===== src/rtl/id_pkg.sv =====
// Shared definitions for the instruction-decode stage: MIPS-I opcode and
// funct encodings, ALU operation encoding and the ID/EX pipeline record.
package id_pkg;

    localparam int unsigned XLEN   = 32;
    localparam int unsigned NREGS  = 32;
    localparam int unsigned REG_AW = $clog2(NREGS);

    // Opcodes (instr[31:26])
    localparam logic [5:0] OP_RTYPE = 6'h00;
    localparam logic [5:0] OP_ADDI  = 6'h08;
    localparam logic [5:0] OP_LW    = 6'h23;
    localparam logic [5:0] OP_SW    = 6'h2B;
    localparam logic [5:0] OP_BEQ   = 6'h04;
    localparam logic [5:0] OP_J     = 6'h02;

    // R-type funct codes (instr[5:0])
    localparam logic [5:0] FUNCT_ADD = 6'h20;
    localparam logic [5:0] FUNCT_SUB = 6'h22;
    localparam logic [5:0] FUNCT_AND = 6'h24;
    localparam logic [5:0] FUNCT_OR  = 6'h25;
    localparam logic [5:0] FUNCT_SLT = 6'h2A;

    typedef enum logic [2:0] {
        ALU_ADD = 3'b000,
        ALU_SUB = 3'b001,
        ALU_AND = 3'b010,
        ALU_OR  = 3'b011,
        ALU_SLT = 3'b100
    } alu_op_e;

    // ID/EX pipeline register contents; all-zero is a bubble.
    typedef struct packed {
        logic [XLEN-1:0]   pc4;
        logic [XLEN-1:0]   rs_data;
        logic [XLEN-1:0]   rt_data;
        logic [XLEN-1:0]   imm;
        logic [XLEN-1:0]   jump_target;
        logic [REG_AW-1:0] rs;
        logic [REG_AW-1:0] rt;
        logic [REG_AW-1:0] rd;
        alu_op_e           alu_op;
        logic              alu_src;
        logic              reg_write;
        logic              mem_read;
        logic              mem_write;
        logic              branch;
        logic              jump;
    } idex_t;

endpackage


===== src/rtl/id_stage_regfile.sv =====
// 32x32 register file: two asynchronous read ports, one synchronous write
// port. r0 reads as zero and ignores writes. A write to the register being
// read in the same cycle is bypassed to the read data (write-first).
//   clk, reset         : clock, async active-high reset (clears all entries)
//   we_i/waddr_i/wdata_i : write port
//   raddr_a_i/rdata_a_o  : read port A
//   raddr_b_i/rdata_b_o  : read port B
module regfile
    import id_pkg::*;
(
    input  logic              clk,
    input  logic              reset,
    input  logic              we_i,
    input  logic [REG_AW-1:0] waddr_i,
    input  logic [XLEN-1:0]   wdata_i,
    input  logic [REG_AW-1:0] raddr_a_i,
    output logic [XLEN-1:0]   rdata_a_o,
    input  logic [REG_AW-1:0] raddr_b_i,
    output logic [XLEN-1:0]   rdata_b_o
);

    logic [XLEN-1:0] mem_q [NREGS];

    always_ff @(posedge clk or posedge reset) begin
        if (reset) begin
            for (int unsigned i = 0; i < NREGS; i++) begin
                mem_q[i] <= '0;
            end
        end else if (we_i && waddr_i != '0) begin
            mem_q[waddr_i] <= wdata_i;
        end
    end

    always_comb begin
        rdata_a_o = '0;
        if (raddr_a_i != '0) begin
            rdata_a_o = (we_i && waddr_i == raddr_a_i) ? wdata_i : mem_q[raddr_a_i];
        end
    end

    always_comb begin
        rdata_b_o = '0;
        if (raddr_b_i != '0) begin
            rdata_b_o = (we_i && waddr_i == raddr_b_i) ? wdata_i : mem_q[raddr_b_i];
        end
    end

endmodule


===== src/rtl/id_stage.sv =====
// Instruction-decode stage. Decodes a MIPS-I integer subset from the fetch
// register, reads the register file (with writeback bypass), detects
// load-use hazards and registers everything into the ID/EX register.
//   clk, reset          : clock, async active-high reset
//   if_instruction/if_next_pc : fetch stage outputs
//   flush               : squash the instruction in decode
//   wb_we/wb_rd/wb_data : writeback port into the register file
//   stall               : combinational; hold PC and fetch register
//   ex_*                : ID/EX pipeline register outputs
module id_stage
    import id_pkg::*;
(
    input  logic              clk,
    input  logic              reset,
    input  logic [XLEN-1:0]   if_instruction,
    input  logic [XLEN-1:0]   if_next_pc,
    input  logic              flush,
    input  logic              wb_we,
    input  logic [REG_AW-1:0] wb_rd,
    input  logic [XLEN-1:0]   wb_data,
    output logic              stall,
    output logic [XLEN-1:0]   ex_pc4,
    output logic [XLEN-1:0]   ex_rs_data,
    output logic [XLEN-1:0]   ex_rt_data,
    output logic [XLEN-1:0]   ex_imm,
    output logic [REG_AW-1:0] ex_rs,
    output logic [REG_AW-1:0] ex_rt,
    output logic [REG_AW-1:0] ex_rd,
    output logic [2:0]        ex_alu_op,
    output logic              ex_alu_src,
    output logic              ex_reg_write,
    output logic              ex_mem_read,
    output logic              ex_mem_write,
    output logic              ex_branch,
    output logic              ex_jump,
    output logic [XLEN-1:0]   ex_jump_target
);

    logic [5:0]        opcode;
    logic [5:0]        funct;
    logic [REG_AW-1:0] rs_f;
    logic [REG_AW-1:0] rt_f;
    logic [REG_AW-1:0] rd_f;
    logic [XLEN-1:0]   rs_rdata;
    logic [XLEN-1:0]   rt_rdata;

    idex_t dec;
    logic  legal;
    logic  uses_rt;
    idex_t idex_d;
    idex_t idex_q;

    assign opcode = if_instruction[31:26];
    assign rs_f   = if_instruction[25:21];
    assign rt_f   = if_instruction[20:16];
    assign rd_f   = if_instruction[15:11];
    assign funct  = if_instruction[5:0];

    regfile u_regfile (
        .clk       (clk),
        .reset     (reset),
        .we_i      (wb_we),
        .waddr_i   (wb_rd),
        .wdata_i   (wb_data),
        .raddr_a_i (rs_f),
        .rdata_a_o (rs_rdata),
        .raddr_b_i (rt_f),
        .rdata_b_o (rt_rdata)
    );

    always_comb begin
        dec             = '0;
        legal           = 1'b0;
        uses_rt         = 1'b0;
        dec.pc4         = if_next_pc;
        dec.rs_data     = rs_rdata;
        dec.rt_data     = rt_rdata;
        dec.imm         = {{(XLEN-16){if_instruction[15]}}, if_instruction[15:0]};
        dec.jump_target = {if_next_pc[31:28], if_instruction[25:0], 2'b00};
        dec.rs          = rs_f;
        dec.rt          = rt_f;
        dec.alu_op      = ALU_ADD;
        case (opcode)
            OP_RTYPE: begin
                uses_rt       = 1'b1;
                legal         = 1'b1;
                dec.rd        = rd_f;
                dec.reg_write = 1'b1;
                case (funct)
                    FUNCT_ADD: dec.alu_op = ALU_ADD;
                    FUNCT_SUB: dec.alu_op = ALU_SUB;
                    FUNCT_AND: dec.alu_op = ALU_AND;
                    FUNCT_OR:  dec.alu_op = ALU_OR;
                    FUNCT_SLT: dec.alu_op = ALU_SLT;
                    default:   legal      = 1'b0;
                endcase
            end
            OP_ADDI: begin
                legal         = 1'b1;
                dec.rd        = rt_f;
                dec.alu_src   = 1'b1;
                dec.reg_write = 1'b1;
            end
            OP_LW: begin
                legal         = 1'b1;
                dec.rd        = rt_f;
                dec.alu_src   = 1'b1;
                dec.mem_read  = 1'b1;
                dec.reg_write = 1'b1;
            end
            OP_SW: begin
                legal         = 1'b1;
                uses_rt       = 1'b1;
                dec.alu_src   = 1'b1;
                dec.mem_write = 1'b1;
            end
            OP_BEQ: begin
                legal      = 1'b1;
                uses_rt    = 1'b1;
                dec.branch = 1'b1;
                dec.alu_op = ALU_SUB;
            end
            OP_J: begin
                legal    = 1'b1;
                dec.jump = 1'b1;
            end
            default: legal = 1'b0;
        endcase
    end

    // Load-use hazard against the load currently sitting in ID/EX; the
    // bubble injected below clears ex_mem_read, so the stall self-terminates.
    assign stall = idex_q.mem_read && (idex_q.rt != '0) &&
                   ((idex_q.rt == rs_f) || ((idex_q.rt == rt_f) && uses_rt));

    always_comb begin
        idex_d = dec;
        if (flush || stall || !legal) begin
            idex_d = '0;
        end
    end

    always_ff @(posedge clk or posedge reset) begin
        if (reset) begin
            idex_q <= '0;
        end else begin
            idex_q <= idex_d;
        end
    end

    assign ex_pc4         = idex_q.pc4;
    assign ex_rs_data     = idex_q.rs_data;
    assign ex_rt_data     = idex_q.rt_data;
    assign ex_imm         = idex_q.imm;
    assign ex_rs          = idex_q.rs;
    assign ex_rt          = idex_q.rt;
    assign ex_rd          = idex_q.rd;
    assign ex_alu_op      = idex_q.alu_op;
    assign ex_alu_src     = idex_q.alu_src;
    assign ex_reg_write   = idex_q.reg_write;
    assign ex_mem_read    = idex_q.mem_read;
    assign ex_mem_write   = idex_q.mem_write;
    assign ex_branch      = idex_q.branch;
    assign ex_jump        = idex_q.jump;
    assign ex_jump_target = idex_q.jump_target;

endmodule


===== config.mk =====
export PLATFORM = sky130hd
export DESIGN_NAME = id_stage
export DESIGN_NICKNAME = d
export VERILOG_FILES = /design/src/rtl/id_pkg.sv /design/src/rtl/id_stage_regfile.sv /design/src/rtl/id_stage.sv
export SDC_FILE = /design/constraint.sdc
export NUM_CORES = 2
export LEC_CHECK = 0
export BUFFER_PORTS_ARGS = -buffer_cell sky130_fd_sc_hd__clkbuf_2
export CAP_MARGIN = 20
export CORE_ASPECT_RATIO = 1.2
export CORE_UTILIZATION = 40
export DETAILED_ROUTE_END_ITERATION = 16
export GPL_TIMING_DRIVEN = 0
export PLACE_DENSITY = 0.53
export SLEW_MARGIN = 15
export SYNTH_ARGS = -nofsm -noshare
export SYNTH_HDL_FRONTEND = slang
export SYNTH_HIERARCHICAL = 1
export SYNTH_SLANG_ARGS = --single-unit
export TNS_END_PERCENT = 5

===== constraint.sdc =====
create_clock -name clk -period 40.2 [get_ports clk]
set_clock_uncertainty 0.1 [all_clocks]
set_input_delay 2.01 -clock clk [delete_from_list [all_inputs] [get_ports clk]]
set_output_delay 2.01 -clock clk [all_outputs]
set_load 0.05 [all_outputs]

### Word level (Yosys, flattened, before mapping)

Cells that the tools add are included.

| word-level totals | value |
|---|---|
| bits of input ports | 105 |
| output and inout port bits | 185 |
| word-level logic and storage cells | 116 |
| flip-flop bits (word level) | 1208 |

| operators by class | value |
|---|---|
| eq/ne operators | 14 |
| multiplexer cells | 26 |
| $lt $le $gt $ge | 4 |
| reduce and logical (&&, ||, !) cells | 22 |
| bitwise logic cells | 3 |

Operator list:

| operator | count |
|---|---|
| $bwmux W1024 | 1 |
| $bmux W32 S5 | 2 |
| $mux W32 | 9 |
| $mux W184 | 1 |
| $demux W32 S5 | 1 |
| $eq A6 B6 Y1 const B | 7 |
| $eq A5 B5 Y1 | 4 |
| $reduce_bool A5 Y1 | 4 |
| $ge A6 B6 Y1 const B | 3 |
| $not A5 Y6 | 3 |
| $pmux W3 S4 | 1 |
| $pmux W5 S2 | 1 |
| $reduce_or A5 Y1 | 2 |
| $reduce_or A3 Y1 | 3 |
| $mux W1 | 8 |
| $logic_and A1 B1 Y1 | 7 |
| $eq A6 B2 Y1 const B | 1 |
| $eq A6 B3 Y1 const B | 1 |
| $eq A6 B4 Y1 const B | 1 |
| $logic_not A6 Y1 | 1 |
| $lt A6 B1 Y1 const B | 1 |
| $pmux W3 S2 | 1 |
| $logic_or A1 B1 Y1 | 3 |
| $pmux W1 S2 | 1 |
| other kinds (2) | 2 |

### Depth between registers and ports, before layout

| depth | value |
|---|---|
| depth in word-level cells | 9 |
| mapped depth | 10 |
| gate-level depth less buffers | 6 |

### Cells and area by module

The synthesis kept the hierarchy.

By module, submodules not included:

| module | seq. area each (sq um) | area each (sq um) | instances | cells each |
|---|---|---|---|---|
| regfile | 25624.6 | 55132.9 | 1 | 3850 |
| id_stage | 3403.3 | 5216.3 | 1 | 391 |

### Worst setup path before layout

OpenSTA, ideal clock, no wires.

| path | value |
|---|---|
| path kind | input to output |
| start point | in if_instruction[27] |
| end point | out stall |
| path buffers | 0 |
| stages | 4 |
| slack | 34873 ps |
| required time | 38090 ps |
| arrival time | 3217 ps |
| path through | nor4_2 a31oi_1 or4b_4 nand2_1 |

| on the way | value |
|---|---|
| longest elaborated chain between the ends | 6 |
| elaborated cells between the ends (all ways) | 8 |
| those cells by class | 2 x eq/ne; 1 x mux; 5 x reduce/logical |

Ends and longest elaborated chain:

| element | RTL line | source |
|---|---|---|
| start, declared | id_stage.sv:15 | `input logic [XLEN-1:0] if_instruction,` |
| $eq A6 B3 Y1 (tied with other cells) | id_stage.sv:83 | `case (opcode)` |
| $reduce_or A3 Y1 (no line) * | - |  |
| $mux W1 * | id_stage.sv:83 |  |
| $logic_and A1 B1 Y1 * | id_stage.sv:134 | `((idex_q.rt == rs_f) \|\| ((idex_q.rt == rt_f) && uses_rt));` |
| $logic_or A1 B1 Y1 * | id_stage.sv:134 |  |
| $logic_and A1 B1 Y1 * | id_stage.sv:133 | `assign stall = idex_q.mem_read && (idex_q.rt != '0) &&` |
| end, declared | id_stage.sv:21 | `output logic stall,` |

Mark *: on every way between the ends. The rest lies on a longest branch, timed or not.

==> impl_metrics.py <==
metrics = {
    "timing": {
        "relSlewSlack_pct": 11.5,
        "drv_slew": 0,
        "min_period_ps": 5950,
        "tightest_slew_ps": 1330,
        "rsz0062_at_grt": "no",
        "hold_viol": 0,
        "post-route-period-util_pct": 14.8,
        "setup_viol": 0,
        "fmax_mhz": 168,
    },
    "synth": {
        "synth_ff_type": "dfrtp_1",
        "synth_seq_area_share_pct": 48.1,
        "yosysTopAreaCell": "dfrtp_1",
        "netlist_area_sq_mm": 0.0603,
        "syn_avg_cell_area_sq_um": 14.2,
        "yosysUniqueCellTypes": 78,
        "synth_area_leaders": "dfrtp_1 48%, mux2_2 18%, mux4_2 13%",
        "ys.warnings.count": 6,
        "synth-edff-count": 0,
        "netlist_instances": 4241,
        "synth_common_cells": "1,160 x dfrtp_1, 984 x mux2_2, 360 x mux4_2",
        "synth_top_cell_area_share_pct": 48.1,
        "yosys_register_bits": 1160,
        "yosysMostFrequentCell": "dfrtp_1",
        "synthArstFlopShare_pct": 100,
    },
    "critical_path": {
        "cp.arrival_ps": 6550,
        "r2r_cells": 7,
        "worstSetupPathType": "in2reg",
        "cp-start-kind": "primary input",
        "critPathMaxFanout": 11,
        "cp_data_required_time_ps": 40800,
        "end_kind": "flip-flop",
    },
    "run": {
        "timing.max_cap.violations": 0,
    },
    "floorplanning": {
        "io_pins": 290,
        "dieArea_sq_mm": 0.152,
        "die_x_microns": 357,
        "die_y_microns": 427,
        "core_sq_mm": 0.149,
        "start_util_pct": 40.4,
        "placementRows": 155,
    },
    "drt": {
        "first_pass_iters": 6,
        "drt-total-wl_mm": 308,
        "wl_per_cell_microns": 45.3,
        "antenna_left": 0,
        "drtIter0Drc": 6063,
        "drc_errors": 0,
        "vias": 45949,
        "vias_per_cell": 6.76,
    },
    "grt": {
        "use_met1_pct": 47.9,
        "grt_pass1_wl_mm": 405,
        "grt_overflow": 0,
        "grt.met2_usage_pct": 58.0,
        "first_global_vias": 44608,
        "grt_max_degree": 107,
        "met3_usage_pct": 12.9,
        "grt_busiest_layer": "met2",
        "antenna_found_initial": 27,
        "grt_usage_pct": 40.4,
    },
    "clock_network": {
        "numCtsBuffers": 134,
        "cts_hold_buffers": 0,
        "cts_tree": "yes",
        "post-cts-setup-buffers": 0,
        "clock_latency_ps": 810,
        "clockBufferDepth": 3,
        "htreeDepth": 4,
        "cts_root_buffer": "clkbuf_16",
        "clk_pin_slew_ps": 70,
        "cts_resized": 0,
        "cts_num_sinks": 1160,
    },
    "placement": {
        "hpwl_mm": 213,
        "globalplace.congestion": 1.04,
        "io_buffers": 281,
        "post-place-cells": 6524,
        "placed_area_sq_mm": 0.0651,
    },
    "pwr": {
        "p_per_area_mw_per_mm2": 50.8,
        "p_comb_share_pct": 21.4,
        "pwr-share-seq_pct": 42.7,
        "power_leakage_nw": 31.5,
        "p_int_w": 0.00247,
        "switching_share_pct": 30.4,
        "power_w": 0.00354,
        "switchingPower_w": 0.00108,
        "clockPowerShare_pct": 35.9,
        "peakVddDrop_mv": 0.0426,
    },
    "worst_hold_path": {
        "hold_path.class": "reg2reg",
        "whs_path_depth": 1,
    },
    "finish": {
        "final_nets": 4811,
        "syn_to_final_growth_pct": 15.6,
        "stdcell_area_sq_mm": 0.0698,
        "layout.cells.non_filler": 6802,
        "drive_gt1_share_pct": 46.2,
    },
    "status": {
        "status": "completed",
    },
}
[worst paths after layout]
kind / start / to / slack (ps)
max: if_instruction[17] / ex_rt_data[12] / 34250
min: u_regfile/mem_q[1001] / u_regfile/mem_q[1001] / 380
max reg2reg: ex_jump_target[22] / ex_rs_data[5] / 37130
min reg2reg: u_regfile/mem_q[1001] / u_regfile/mem_q[1001] / 380
max in group asynchronous: reset / u_regfile/mem_q[237] / 36570
min in group asynchronous: reset / u_regfile/mem_q[718] / 1130
[metal layers]
metal	routed length, microns	part of all wire, %
met2	130000	42
met3	34000	11
met4	34400	11
met1	109000	35
met5	127	0.041
[state kept, by name (all words and copies together) (netlist names), 3 cells and up]
name	cells
ex_imm	16
ex_rt	4
ex_rd	5
ex_rs	4
ex_rs_data	32
u_regfile/mem_q	1024
ex_rt_data	32
ex_pc4	31
ex_jump_target	3
ex_alu_op	3
[cell type report]
cell class,count,area (sq um)
Inverter,10,52.6
Tap cell,1962,2450
Buffer,496,2670
Timing Repair Buffer,328,2280
Sequential cell,1160,29000
Multi-Input combinational cell,2576,28800
Fill cell,13440,79500
Clock buffer,196,3980
Clock inverter,45,503
Antenna cell,29,72.6
[stage by stage]
step	setup WS [ps]	hold slack, ps	utilization (%)	TNS (ps)
floorplan	9270	341	-	0
global placement	-4330	356	43.0	-4230090
detailed placement	33680	368	43.6	0
CTS	34480	382	46.6	0
global route	34440	389	46.7	0
finish	34250	383	46.7	0
[kinds of logic after synthesis]
group	after synthesis	share of synthesized area (%)
other cells	1	0.00621
buf+inv	506	4.37
flops	1160	48.1
mux	1702	37.8
xor+xnor	20	0.290
simple gates	359	3.46
compound gates	493	6.00
[worst max-delay path, stage by stage]
cell and delay (ps):
clkbuf_2 150, buf_2 290, buf_2 520, buf_4 460, buf_2 800, nand2_1 970
o22a_1 610, o211ai_1 170, a31oi_1 230, and2_1 210
[power groups by stage]
stage | logic, W | clock network (W) | registers (W)
floorplan | 0.000482 | 0 | 0.00149
finish | 0.000759 | 0.00127 | 0.00151
global route | 0.000772 | 0.00133 | 0.00154
CTS | 0.000733 | 0.00128 | 0.00151
detailed placement | 0.000732 | 0 | 0.00153
global placement | 0.000713 | 0 | 0.00152
[cells in the final DEF, fill, tap and decap left out, types with 18 or more instances in the layout]
cell type	netlist	final
mux2i_1	341	341
clkbuf_16	0	136
diode_2	0	29
o211ai_1	23	23
o21ai_0	25	24
a31oi_1	38	38
buf_1	53	26
nand3_1	26	26
nor2_1	36	30
clkbuf_1	213	211
dfrtp_1	1160	1160
clkinv_2	0	22
mux4_2	360	360
buf_2	105	132
a22oi_1	205	205
buf_4	84	86
clkbuf_8	0	35
buf_6	28	38
a221oi_1	29	29
and2_4	25	25
mux2_2	984	984
o221a_1	18	18
nand2_1	81	81
clkbuf_2	7	315
and2_1	104	104
buf_8	5	22
a21oi_1	66	66
(Power assumes the default switching activity.)
